--- src/rtl/switch_arb_pkg.sv ---
// switch_arbiter shared types: direction codes, output state, round-robin pick.
// Aging is compiled in with SWITCH_ARBITER_AGING_EN.
package switch_arb_pkg;

    localparam int DIR_X     = 0;
    localparam int DIR_Y     = 1;
    localparam int DIR_LOCAL = 2;
    localparam int DIR_NONE  = 3;

    localparam int MAX_IN = 16;
    localparam int IW     = 4;

    typedef enum logic {
        IDLE,
        LOCKED
    } out_st_e;

    // Bits above the real input count must be zero; the wrap then needs no size.
    function automatic logic [IW-1:0] rr_pick(
        input logic [MAX_IN-1:0] req,
        input logic [IW-1:0]     ptr
    );
        logic [IW-1:0] hi;
        logic [IW-1:0] lo;
        logic          fh;
        hi = '0;
        lo = '0;
        fh = 1'b0;
        for (int k = MAX_IN - 1; k >= 0; k--) begin
            if (req[k]) begin
                lo = IW'(k);
                if (k >= int'(ptr)) begin
                    hi = IW'(k);
                    fh = 1'b1;
                end
            end
        end
        return fh ? hi : lo;
    endfunction

endpackage

--- src/rtl/switch_arbiter_if.sv ---
// Request/grant bundle between input buffers, arbiter and crossbar select.
// The arbiter takes the slave side.
interface switch_arbiter_if #(
    parameter int N_IN  = 3,
    parameter int N_OUT = 4,
    parameter int DW    = $clog2(N_OUT)
);
    logic [N_IN-1:0]    req_valid;
    logic [N_IN*DW-1:0] req_dst;
    logic [N_IN-1:0]    req_last;
    logic [N_OUT-1:0]   out_ready;
    logic [N_IN-1:0]    grant;
    logic [N_IN-1:0]    fail;
    logic [N_OUT-1:0]   out_lock;
    logic [N_IN-1:0]    starve;

    modport master (
        output req_valid, req_dst, req_last, out_ready,
        input  grant, fail, out_lock, starve
    );

    modport slave (
        input  req_valid, req_dst, req_last, out_ready,
        output grant, fail, out_lock, starve
    );
endinterface

--- src/rtl/switch_arbiter_rr_out_arb.sv ---
// One output port: IDLE/LOCKED state, owner, round-robin pointer, one-hot grant.
// Starved requesters (all-zero without SWITCH_ARBITER_AGING_EN) win in IDLE.
module rr_out_arb
    import switch_arb_pkg::*;
#(
    parameter int N_IN = 3
) (
    input  logic            clk,
    input  logic            rst_n,
    input  logic [N_IN-1:0] req_i,
    input  logic [N_IN-1:0] last_i,
    input  logic [N_IN-1:0] starve_i,
    input  logic            ready_i,
    output logic [N_IN-1:0] gnt_o,
    output logic            lock_o
);
    localparam int PW = (N_IN > 1) ? $clog2(N_IN) : 1;

    out_st_e         st_q;
    logic [PW-1:0]   owner_q;
    logic [PW-1:0]   ptr_q;
    logic [PW-1:0]   win;
    logic            has;
    logic [N_IN-1:0] aged;

    always_comb begin
        aged  = req_i & starve_i;
        win   = '0;
        has   = 1'b0;
        gnt_o = '0;
        if (st_q == LOCKED) begin
            win = owner_q;
            has = req_i[owner_q];
        end else if (|aged) begin
            for (int i = N_IN - 1; i >= 0; i--) begin
                if (aged[i]) win = PW'(i);
            end
            has = 1'b1;
        end else if (|req_i) begin
            win = PW'(rr_pick(MAX_IN'(req_i), IW'(ptr_q)));
            has = 1'b1;
        end
        if (has && ready_i) gnt_o[win] = 1'b1;
    end

    always_ff @(posedge clk or posedge rst_n) begin
        if (rst_n) begin
            st_q    <= IDLE;
            owner_q <= '0;
            ptr_q   <= '0;
        end else if (|gnt_o) begin
            if (last_i[win]) begin
                st_q  <= IDLE;
                ptr_q <= (win == PW'(N_IN - 1)) ? '0 : win + 1'b1;
            end else begin
                st_q    <= LOCKED;
                owner_q <= win;
            end
        end
    end

    assign lock_o = (st_q == LOCKED);

endmodule

--- src/rtl/switch_arbiter.sv ---
// Per-output round-robin crossbar arbiter with packet locking.
// Define SWITCH_ARBITER_AGING_EN to add per-input wait counters and starve priority.
module switch_arbiter
    import switch_arb_pkg::*;
#(
    parameter int N_IN     = 3,
    parameter int N_OUT    = 4,
    parameter int DW       = $clog2(N_OUT),
    parameter int MAX_WAIT = 7
) (
    input logic              clk,
    input logic              rst_n,
    switch_arbiter_if.slave  bus
);
    logic [N_IN-1:0]  req_m [N_OUT];
    logic [N_IN-1:0]  gnt_m [N_OUT];
    logic [N_OUT-1:0] lock_w;
    logic [N_IN-1:0]  grant_w;
    logic [N_IN-1:0]  starve_w;

    // Out-of-range destinations match no output, so they can only fail.
    always_comb begin
        for (int o = 0; o < N_OUT; o++) begin
            for (int i = 0; i < N_IN; i++) begin
                req_m[o][i] = bus.req_valid[i]
                    && (bus.req_dst[i*DW +: DW] == DW'(o));
            end
        end
    end

    for (genvar o = 0; o < N_OUT; o++) begin : g_out
        rr_out_arb #(
            .N_IN(N_IN)
        ) u_arb (
            .clk      (clk),
            .rst_n    (rst_n),
            .req_i    (req_m[o]),
            .last_i   (bus.req_last),
            .starve_i (starve_w),
            .ready_i  (bus.out_ready[o]),
            .gnt_o    (gnt_m[o]),
            .lock_o   (lock_w[o])
        );
    end

    always_comb begin
        grant_w = '0;
        for (int o = 0; o < N_OUT; o++) begin
            grant_w = grant_w | gnt_m[o];
        end
    end

`ifdef SWITCH_ARBITER_AGING_EN
    localparam int CW = $clog2(MAX_WAIT + 1);

    logic [CW-1:0] cnt_q [N_IN];

    always_ff @(posedge clk or posedge rst_n) begin
        if (rst_n) begin
            for (int i = 0; i < N_IN; i++) cnt_q[i] <= '0;
        end else begin
            for (int i = 0; i < N_IN; i++) begin
                if (!bus.req_valid[i] || grant_w[i]) begin
                    cnt_q[i] <= '0;
                end else if (cnt_q[i] != CW'(MAX_WAIT)) begin
                    cnt_q[i] <= cnt_q[i] + 1'b1;
                end
            end
        end
    end

    always_comb begin
        for (int i = 0; i < N_IN; i++) begin
            starve_w[i] = (cnt_q[i] == CW'(MAX_WAIT));
        end
    end
`else
    assign starve_w = '0;
`endif

    assign bus.grant    = rst_n ? '0 : grant_w;
    assign bus.fail     = rst_n ? '0 : (bus.req_valid & ~grant_w);
    assign bus.out_lock = lock_w;
    assign bus.starve   = starve_w;

endmodule

--- src/flat_wrapper.sv ---
// flat-port wrapper written by rule: the top's interface ports become plain ports
module switch_arbiter_flat import switch_arb_pkg::*;
#(
    parameter int N_IN     = 3,
    parameter int N_OUT    = 4,
    parameter int DW       = $clog2(N_OUT),
    parameter int MAX_WAIT = 7
)
  (clk, rst_n, bus_req_valid, bus_req_dst, bus_req_last, bus_out_ready, bus_grant, bus_fail, bus_out_lock, bus_starve);
  switch_arbiter_if #(.N_IN(N_IN), .N_OUT(N_OUT), .DW(DW)) bus_i ();
  input logic clk;
  input logic rst_n;
  input wire logic [$bits(bus_i.req_valid)-1:0] bus_req_valid;
  input wire logic [$bits(bus_i.req_dst)-1:0] bus_req_dst;
  input wire logic [$bits(bus_i.req_last)-1:0] bus_req_last;
  input wire logic [$bits(bus_i.out_ready)-1:0] bus_out_ready;
  output wire logic [$bits(bus_i.grant)-1:0] bus_grant;
  output wire logic [$bits(bus_i.fail)-1:0] bus_fail;
  output wire logic [$bits(bus_i.out_lock)-1:0] bus_out_lock;
  output wire logic [$bits(bus_i.starve)-1:0] bus_starve;
  assign bus_i.req_valid = bus_req_valid;
  assign bus_i.req_dst = bus_req_dst;
  assign bus_i.req_last = bus_req_last;
  assign bus_i.out_ready = bus_out_ready;
  assign bus_grant = bus_i.grant;
  assign bus_fail = bus_i.fail;
  assign bus_out_lock = bus_i.out_lock;
  assign bus_starve = bus_i.starve;
  switch_arbiter #(.N_IN(N_IN), .N_OUT(N_OUT), .DW(DW), .MAX_WAIT(MAX_WAIT)) u_core (.clk(clk), .rst_n(rst_n), .bus(bus_i));
endmodule
--- config.mk ---
export PLATFORM = sky130hd
export DESIGN_NAME = switch_arbiter_flat
export DESIGN_NICKNAME = d
export VERILOG_FILES = /design/src/rtl/switch_arb_pkg.sv /design/src/rtl/switch_arbiter_if.sv /design/src/rtl/switch_arbiter_rr_out_arb.sv /design/src/rtl/switch_arbiter.sv /design/src/flat_wrapper.sv
export SDC_FILE = /design/constraint.sdc
export NUM_CORES = 1
export LEC_CHECK = 0
export ABC_AREA = 0
export BUFFER_PORTS_ARGS = -buffer_cell sky130_fd_sc_hd__buf_4
export CORE_ASPECT_RATIO = 0.9
export CORE_MARGIN = 8
export CORE_UTILIZATION = 59
export CTS_BUF_LIST = sky130_fd_sc_hd__clkbuf_8
export CTS_CLUSTER_SIZE = 10
export DETAILED_ROUTE_END_ITERATION = 7
export PLACE_DENSITY = 0.83
export SYNTH_ARGS = -nofsm -noshare
export SYNTH_HDL_FRONTEND = slang
export SYNTH_SLANG_ARGS = --single-unit
--- constraint.sdc ---
create_clock -name clk -period 2.2 [get_ports clk]
set_clock_uncertainty 0.05 [all_clocks]
set_input_delay 0.11 -clock clk [delete_from_list [all_inputs] [get_ports clk]]
set_output_delay 0.11 -clock clk [all_outputs]
set_load 0.1 [all_outputs]
==> results of run 1 <==
## stage by stage
| stage | cells | utilization |
|---|---|---|
| floorplan | 226 | - |
| global placement | 317 | 0.795 |
| detailed placement | 317 | 0.795 |
| CTS | 333 | 0.912 |
## repair_timing
action                                  4_1_cts
gates resized for setup                      50
endpoints found under the hold margin         8
pin swaps                                    19
hold buffers                                  1
setup buffers                                13
endpoints found under the setup margin        6
gates cloned                                  0
## synthesized netlist by cell type (2+ instances only)
library cell / number
sky130_fd_sc_hd__o211ai_1: 2
sky130_fd_sc_hd__a221oi_1: 2
sky130_fd_sc_hd__inv_1: 14
sky130_fd_sc_hd__nor2_1: 11
sky130_fd_sc_hd__a2bb2oi_1: 4
sky130_fd_sc_hd__nor3b_1: 4
sky130_fd_sc_hd__a31o_2: 3
sky130_fd_sc_hd__a32oi_1: 4
sky130_fd_sc_hd__mux2_2: 5
sky130_fd_sc_hd__and3b_1: 4
sky130_fd_sc_hd__and3b_2: 2
sky130_fd_sc_hd__a21o_1: 4
sky130_fd_sc_hd__nand4b_1: 4
sky130_fd_sc_hd__and4b_1: 4
sky130_fd_sc_hd__o31ai_1: 2
sky130_fd_sc_hd__nand3b_1: 4
sky130_fd_sc_hd__nor2b_1: 4
sky130_fd_sc_hd__nor4b_1: 2
sky130_fd_sc_hd__a22o_1: 5
sky130_fd_sc_hd__o41ai_2: 2
sky130_fd_sc_hd__nor3_1: 3
sky130_fd_sc_hd__nand4_1: 2
sky130_fd_sc_hd__a21oi_1: 11
sky130_fd_sc_hd__nor4bb_1: 4
sky130_fd_sc_hd__and2_1: 3
sky130_fd_sc_hd__a211o_1: 2
sky130_fd_sc_hd__o21bai_1: 3
sky130_fd_sc_hd__o22ai_1: 2
sky130_fd_sc_hd__mux2i_1: 4
sky130_fd_sc_hd__buf_4: 7
sky130_fd_sc_hd__o21ai_0: 13
sky130_fd_sc_hd__clkbuf_1: 11
sky130_fd_sc_hd__dfrtp_1: 20
sky130_fd_sc_hd__nand3_1: 5
sky130_fd_sc_hd__nand2_1: 14
sky130_fd_sc_hd__o31a_1: 2
sky130_fd_sc_hd__nand2b_1: 4
sky130_fd_sc_hd__a31oi_1: 3
## cells by family after synthesis
logic type,Yosys count
AOI/OAI and AO/OA,80
buffers and inverters,32
DFF,20
muxes,9
other,1
and+or+nand+nor,82
==> metrics.md, run 1 <==
| Metric | Value |
|---|---|
| Outcome | `aborted with a tool error` |
| Terminating stage of the flow | `global routing` |
| First error message | `[ERROR DPL-0033] detailed placement checks failed during check placement.` |
| Die extent in y | `69.8 microns` |
| Ys async rst share | `1.00` |
| Initial Util | `0.618` |
| Antenna violations before repair | `2` |
| #FFs+latches synth | `20` |
| Boundary pin count | `31` |
| Total half-perimeter wirelength after legalization and detailed placement | `between 4 and 5 mm` |
| Mapped Cells | `approximately 220` |
| Synth Area in Adders | `0` |
| Post-synthesis simple-gate area fraction | `0.278` |
| Quantity of I/O buffers inserted on ports | `27` |
| Placed inst area | `2440 sq um` |
| EDFF count, synth | `0` |
| Longest Clk Path Bufs | `2` |
| Type of pin the worst path ends at | `output port` |
| Most frequently used flop master after synthesis | `sky130_fd_sc_hd__dfrtp_1` |
| Post-synthesis mux area share | `0.0509` |
| Maximum number of pins on one net before global-route repair | `15` |
| Placer congestion estimate | `about 0.93` |
| Largest cells by area after synthesis | `sky130_fd_sc_hd__dfrtp_1 26%, sky130_fd_sc_hd__o21ai_0 3.4%, sky130_fd_sc_hd__mux2_2 3.0%` |
| Number of cell rows | `19` |
| Netlist Area Pre-Place | `1890 sq um` |
| Synthesis warning total | `0` |
| Largest area contributor in the synthesized netlist | `sky130_fd_sc_hd__dfrtp_1` |
| GRT worst endpoint | `bus_fail[1]` |
| Share of synthesized area occupied by flip-flops and latches | `0.264` |
| Number of clock sinks seen by CTS | `20` |
| Xor and xnor fraction of the mapped netlist area | `0` |
| Dominant combinational cell family by area after synthesis | `compound AO/OA/AOI/OAI gates` |
| Minimum setup slack after placement | `-0.0859 ns` |
| Horizontal extent of the die | `about 76 microns` |
| Post-Syn Area per Cell | `approximately 8.5 sq um` |
| TritonCTS buffer count | `3` |
| Share of the synthesized area in compound gates (AO/OA/AOI/OAI) | `0.328` |
| Cell variety after synth | `63` |
| Top-area cell type share of the netlist area | `0.264` |
| CTS root buffer | `sky130_fd_sc_hd__clkbuf_8` |
| Depth of the CTS H-tree | `1` |
==> run 2, diff against run 1 <==
--- a/config.mk
+++ b/config.mk
@@ -7,13 +7,10 @@
 export LEC_CHECK = 0
 export ABC_AREA = 0
 export BUFFER_PORTS_ARGS = -buffer_cell sky130_fd_sc_hd__buf_4
-export CORE_ASPECT_RATIO = 0.9
 export CORE_MARGIN = 8
-export CORE_UTILIZATION = 59
-export CTS_BUF_LIST = sky130_fd_sc_hd__clkbuf_8
-export CTS_CLUSTER_SIZE = 10
+export CORE_UTILIZATION = 40
 export DETAILED_ROUTE_END_ITERATION = 7
-export PLACE_DENSITY = 0.83
+export PLACE_DENSITY_LB_ADDON = 0.15
 export SYNTH_ARGS = -nofsm -noshare
 export SYNTH_HDL_FRONTEND = slang
 export SYNTH_SLANG_ARGS = --single-unit
==> metrics.md, run 2 <==
| Metric | Value |
|---|---|
| Number of cell rows | `25` |
| Minimum setup slack after placement | `-0.111 ns` |
| # setup viols final | `6` |
| GR Layer Usage met1 | `0.259` |
| Ys async rst share | `1.00` |
| Maximum number of pins on one net before global-route repair | `13` |
| Tightest Hold Check Type | `primary input to flip-flop` |
| Boundary pin count | `31` |
| Min Clock Period, post-route | `between 2 and 2.5 ns` |
| Grt total ovfl | `0` |
| Placed inst area | `2580 sq um` |
| Clock-pin slew on the worst setup and hold paths | `~0.090 ns` |
| Antenna violations before repair | `0` |
| Vias per std cell | `between 6 and 7` |
| Number of vias after detailed routing | `2,186` |
| Maximum ir drop on the vdd rail | `approximately 0.67 mV` |
| Total area of multi-input combinational cells | `1530 sq um` |
| Avg WL per Cell | `around 19 microns` |
| Layout cell share with drive strength beyond 1 | `0.500` |
| TritonCTS buffer count | `3` |
| Maximum frequency from static timing analysis | `roughly 430 MHz` |
| Total half-perimeter wirelength after legalization and detailed placement | `~5 mm` |
| Remaining antenna violation count | `0` |
| Area added between synthesis and finish | `62.0%` |
| Clock network latency to the later pin of the worst-skew pair | `0.27 ns` |
| Worst path arrival time | `between 2 and 2.5 ns` |
| Mapped Cells | `between 200 and 250` |
| Placeable Area | `4630 sq um` |
| Max Slew Vio Count | `0` |
| Leakage power total | `~1.4 nW` |
| Setup repair after global routing missed its margin | `yes` |
| Total count of hold-check failures in the final report | `0` |
| Depth of the CTS H-tree | `1` |
| First-pass GRT wire length | `11.2 mm` |
| Netlist Area Pre-Place | `between 1500 and 2000 sq um` |
| Outcome | `finished with violations` |
| Cell variety after synth | `63` |
| Most frequently used flop master after synthesis | `sky130_fd_sc_hd__dfrtp_1` |
| Placer congestion estimate | `roughly 0.93` |
| Violated checks | `negative setup slack` |
| Max-capacitance violation count | `0` |
| Filler cells | `389` |
| Initial Util | `0.409` |
| First-pass detailed-route iteration total | `4` |
| Synthesis warning total | `0` |
| Worst Setup End Kind | `primary output` |
| Most common library cell in the layout ignoring fill and taps | `sky130_fd_sc_hd__buf_4` |
| EDFF count, synth | `0` |
| Largest cells by area after synthesis | `sky130_fd_sc_hd__dfrtp_1 26%, sky130_fd_sc_hd__o21ai_0 3.4%, sky130_fd_sc_hd__mux2_2 3.0%` |
| Setup CP Type | `flip-flop to primary output` |
| #FFs+latches synth | `20` |
| Number of remaining DRC errors | `0` |
| GRT met2 Usage | `0.304` |
| Die ar. | `approximately 7200 sq um` |
| Largest area contributor in the synthesized netlist | `sky130_fd_sc_hd__dfrtp_1` |
| Top cell types by occurrence after synthesis | `20 x sky130_fd_sc_hd__dfrtp_1, 14 x sky130_fd_sc_hd__inv_1, 14 x sky130_fd_sc_hd__nand2_1` |
| Share of synthesized area occupied by flip-flops and latches | `0.264` |
| Final worst slack | `-0.152 ns` |
| Most frequently used cell type in the post-synthesis netlist | `sky130_fd_sc_hd__dfrtp_1` |
| Top-area cell type share of the netlist area | `0.264` |
| Overall routing resource usage | `0.193` |
| Crit start category | `flip-flop` |
| CTS root buffer | `sky130_fd_sc_hd__clkbuf_8` |
| Power density cells | `approximately 1100 nW/um^2` |
| Met3 layer usage reported by global route | `0.0376` |
| Footprint of the flip-flops and latches | `just over 500 sq um` |
| Total inserted antenna cells | `0` |
| Most Used Layer, Global Route | `met2` |
| Post-layout net count | `327` |
| Top library cells by usage in the layout, fill and taps aside | `84 x sky130_fd_sc_hd__buf_4, 18 x sky130_fd_sc_hd__dfrtp_1, 14 x sky130_fd_sc_hd__inv_1` |
| Maximum fanout along the worst path | `2` |
| Post-detailed-routing wire length | `6.96 mm` |
| Clock tree from TritonCTS | `built` |
| Area of all placed cells without fillers | `just over 3000 sq um` |
| Overall power consumption | `~3.3 mW` |
| Number of DRC violations after detailed-routing iteration 0 | `~220` |
| Post-Syn Area per Cell | `roughly 8.5 sq um` |
| Die extent in y | `approximately 85 microns` |
| Via count of the first global-routing pass | `approximately 2,200` |
| Horizontal extent of the die | `roughly 85 microns` |
| Required time worst endpoint | `roughly 2.0 ns` |
| Quantity of I/O buffers inserted on ports | `27` |
| Final Cycle Share | `1.07` |
| Longest Clk Path Bufs | `2` |
| Number of clock sinks seen by CTS | `20` |
-- run 2: cell counts after synthesis --
Identical to the previous run, type by type.
-- run 2: layer usage --
layer,vias up,wire length (microns)
met5,-,0
met4,0,102
met3,14,394
met2,73,3110
met1,1073,3350
li1,1026,-
-- run 2: cell type report --
type | count | area share
Clock buffer | 3 | 0.0135
Clock inverter | 1 | 0.00978
Inverter | 14 | 0.0171
Multi-Input combinational cell | 174 | 0.499
Sequential cell | 20 | 0.164
Tap cell | 54 | 0.0220
Timing Repair Buffer | 96 | 0.275
-- run 2: final timing paths --
path	endpoint	slack, ns	from	depth (start not counted)
worst max-delay path	bus_fail[0]	-0.15	u_core.g_out[0].u_arb.lock_o	7
worst min-delay path	u_core.g_out[2].u_arb.owner_q[0]	0.08	bus_req_last[1]	2
worst max register to register	u_core.g_out[1].u_arb.lock_o	0.07	u_core.g_out[1].u_arb.ptr_q[1]	8
worst min register to register	u_core.g_out[0].u_arb.ptr_q[0]	0.48	u_core.g_out[0].u_arb.ptr_q[0]	1
max in group asynchronous	u_core.g_out[0].u_arb.owner_q[1]	1.21	rst_n	4
min in group asynchronous	u_core.g_out[2].u_arb.owner_q[0]	0.40	rst_n	3
-- run 2: report_power, final --
group	switching [mW]	internal, mW
clock network	0.145	0.243
logic	1.29	1.01
registers	0.154	0.502
-- run 2: critical path, cell delays in order, from the launching register on --
cell and delay, ns:
sky130_fd_sc_hd__dfrtp_1 0.41, sky130_fd_sc_hd__nor4b_4 0.35, sky130_fd_sc_hd__o311ai_2 0.17, sky130_fd_sc_hd__nand2_1 0.11, sky130_fd_sc_hd__nor2_1 0.09, sky130_fd_sc_hd__a2111oi_4 0.35, sky130_fd_sc_hd__and3_4 0.26, sky130_fd_sc_hd__buf_12 0.17
-- run 2: timing repair --
action	4_1_cts	5_1_grt
hold endpoints to repair	4	0
hold buffers	1	0
pin swaps	17	19
setup buffers	9	6
gates resized for setup	45	20
endpoints found under the setup margin	6	10
-- run 2: cell families (layout without fill, tap and decap cells) --
| logic type | count (synthesis) | in the layout | synth area share |
|---|---|---|---|
| compound gates | 80 | 80 | 0.328 |
| buf+inv | 32 | 114 | 0.0773 |
| flops | 20 | 20 | 0.264 |
| mux | 9 | 9 | 0.0509 |
| other cells | 1 | 3 | 0.00198 |
| simple gates | 82 | 82 | 0.278 |
-- run 2: metrics by stage --
| step | instances | hold slack, ns | util | setup TNS [ns] |
|---|---|---|---|---|
| 2_1_floorplan | 226 | 0.0377 | - | -0.529 |
| 3_3_place_gp | 342 | 0.109 | 0.556 | -0.0865 |
| 4_1_cts | 356 | 0.0737 | 0.632 | -0.551 |
| 5_1_grt | 362 | 0.0851 | 0.663 | -1.29 |
| 3_5_place_dp | 342 | 0.110 | 0.556 | -0.196 |
| 6_report | 362 | 0.0804 | 0.663 | -0.681 |
No activity file was read; power rests on OpenSTA's default activity.
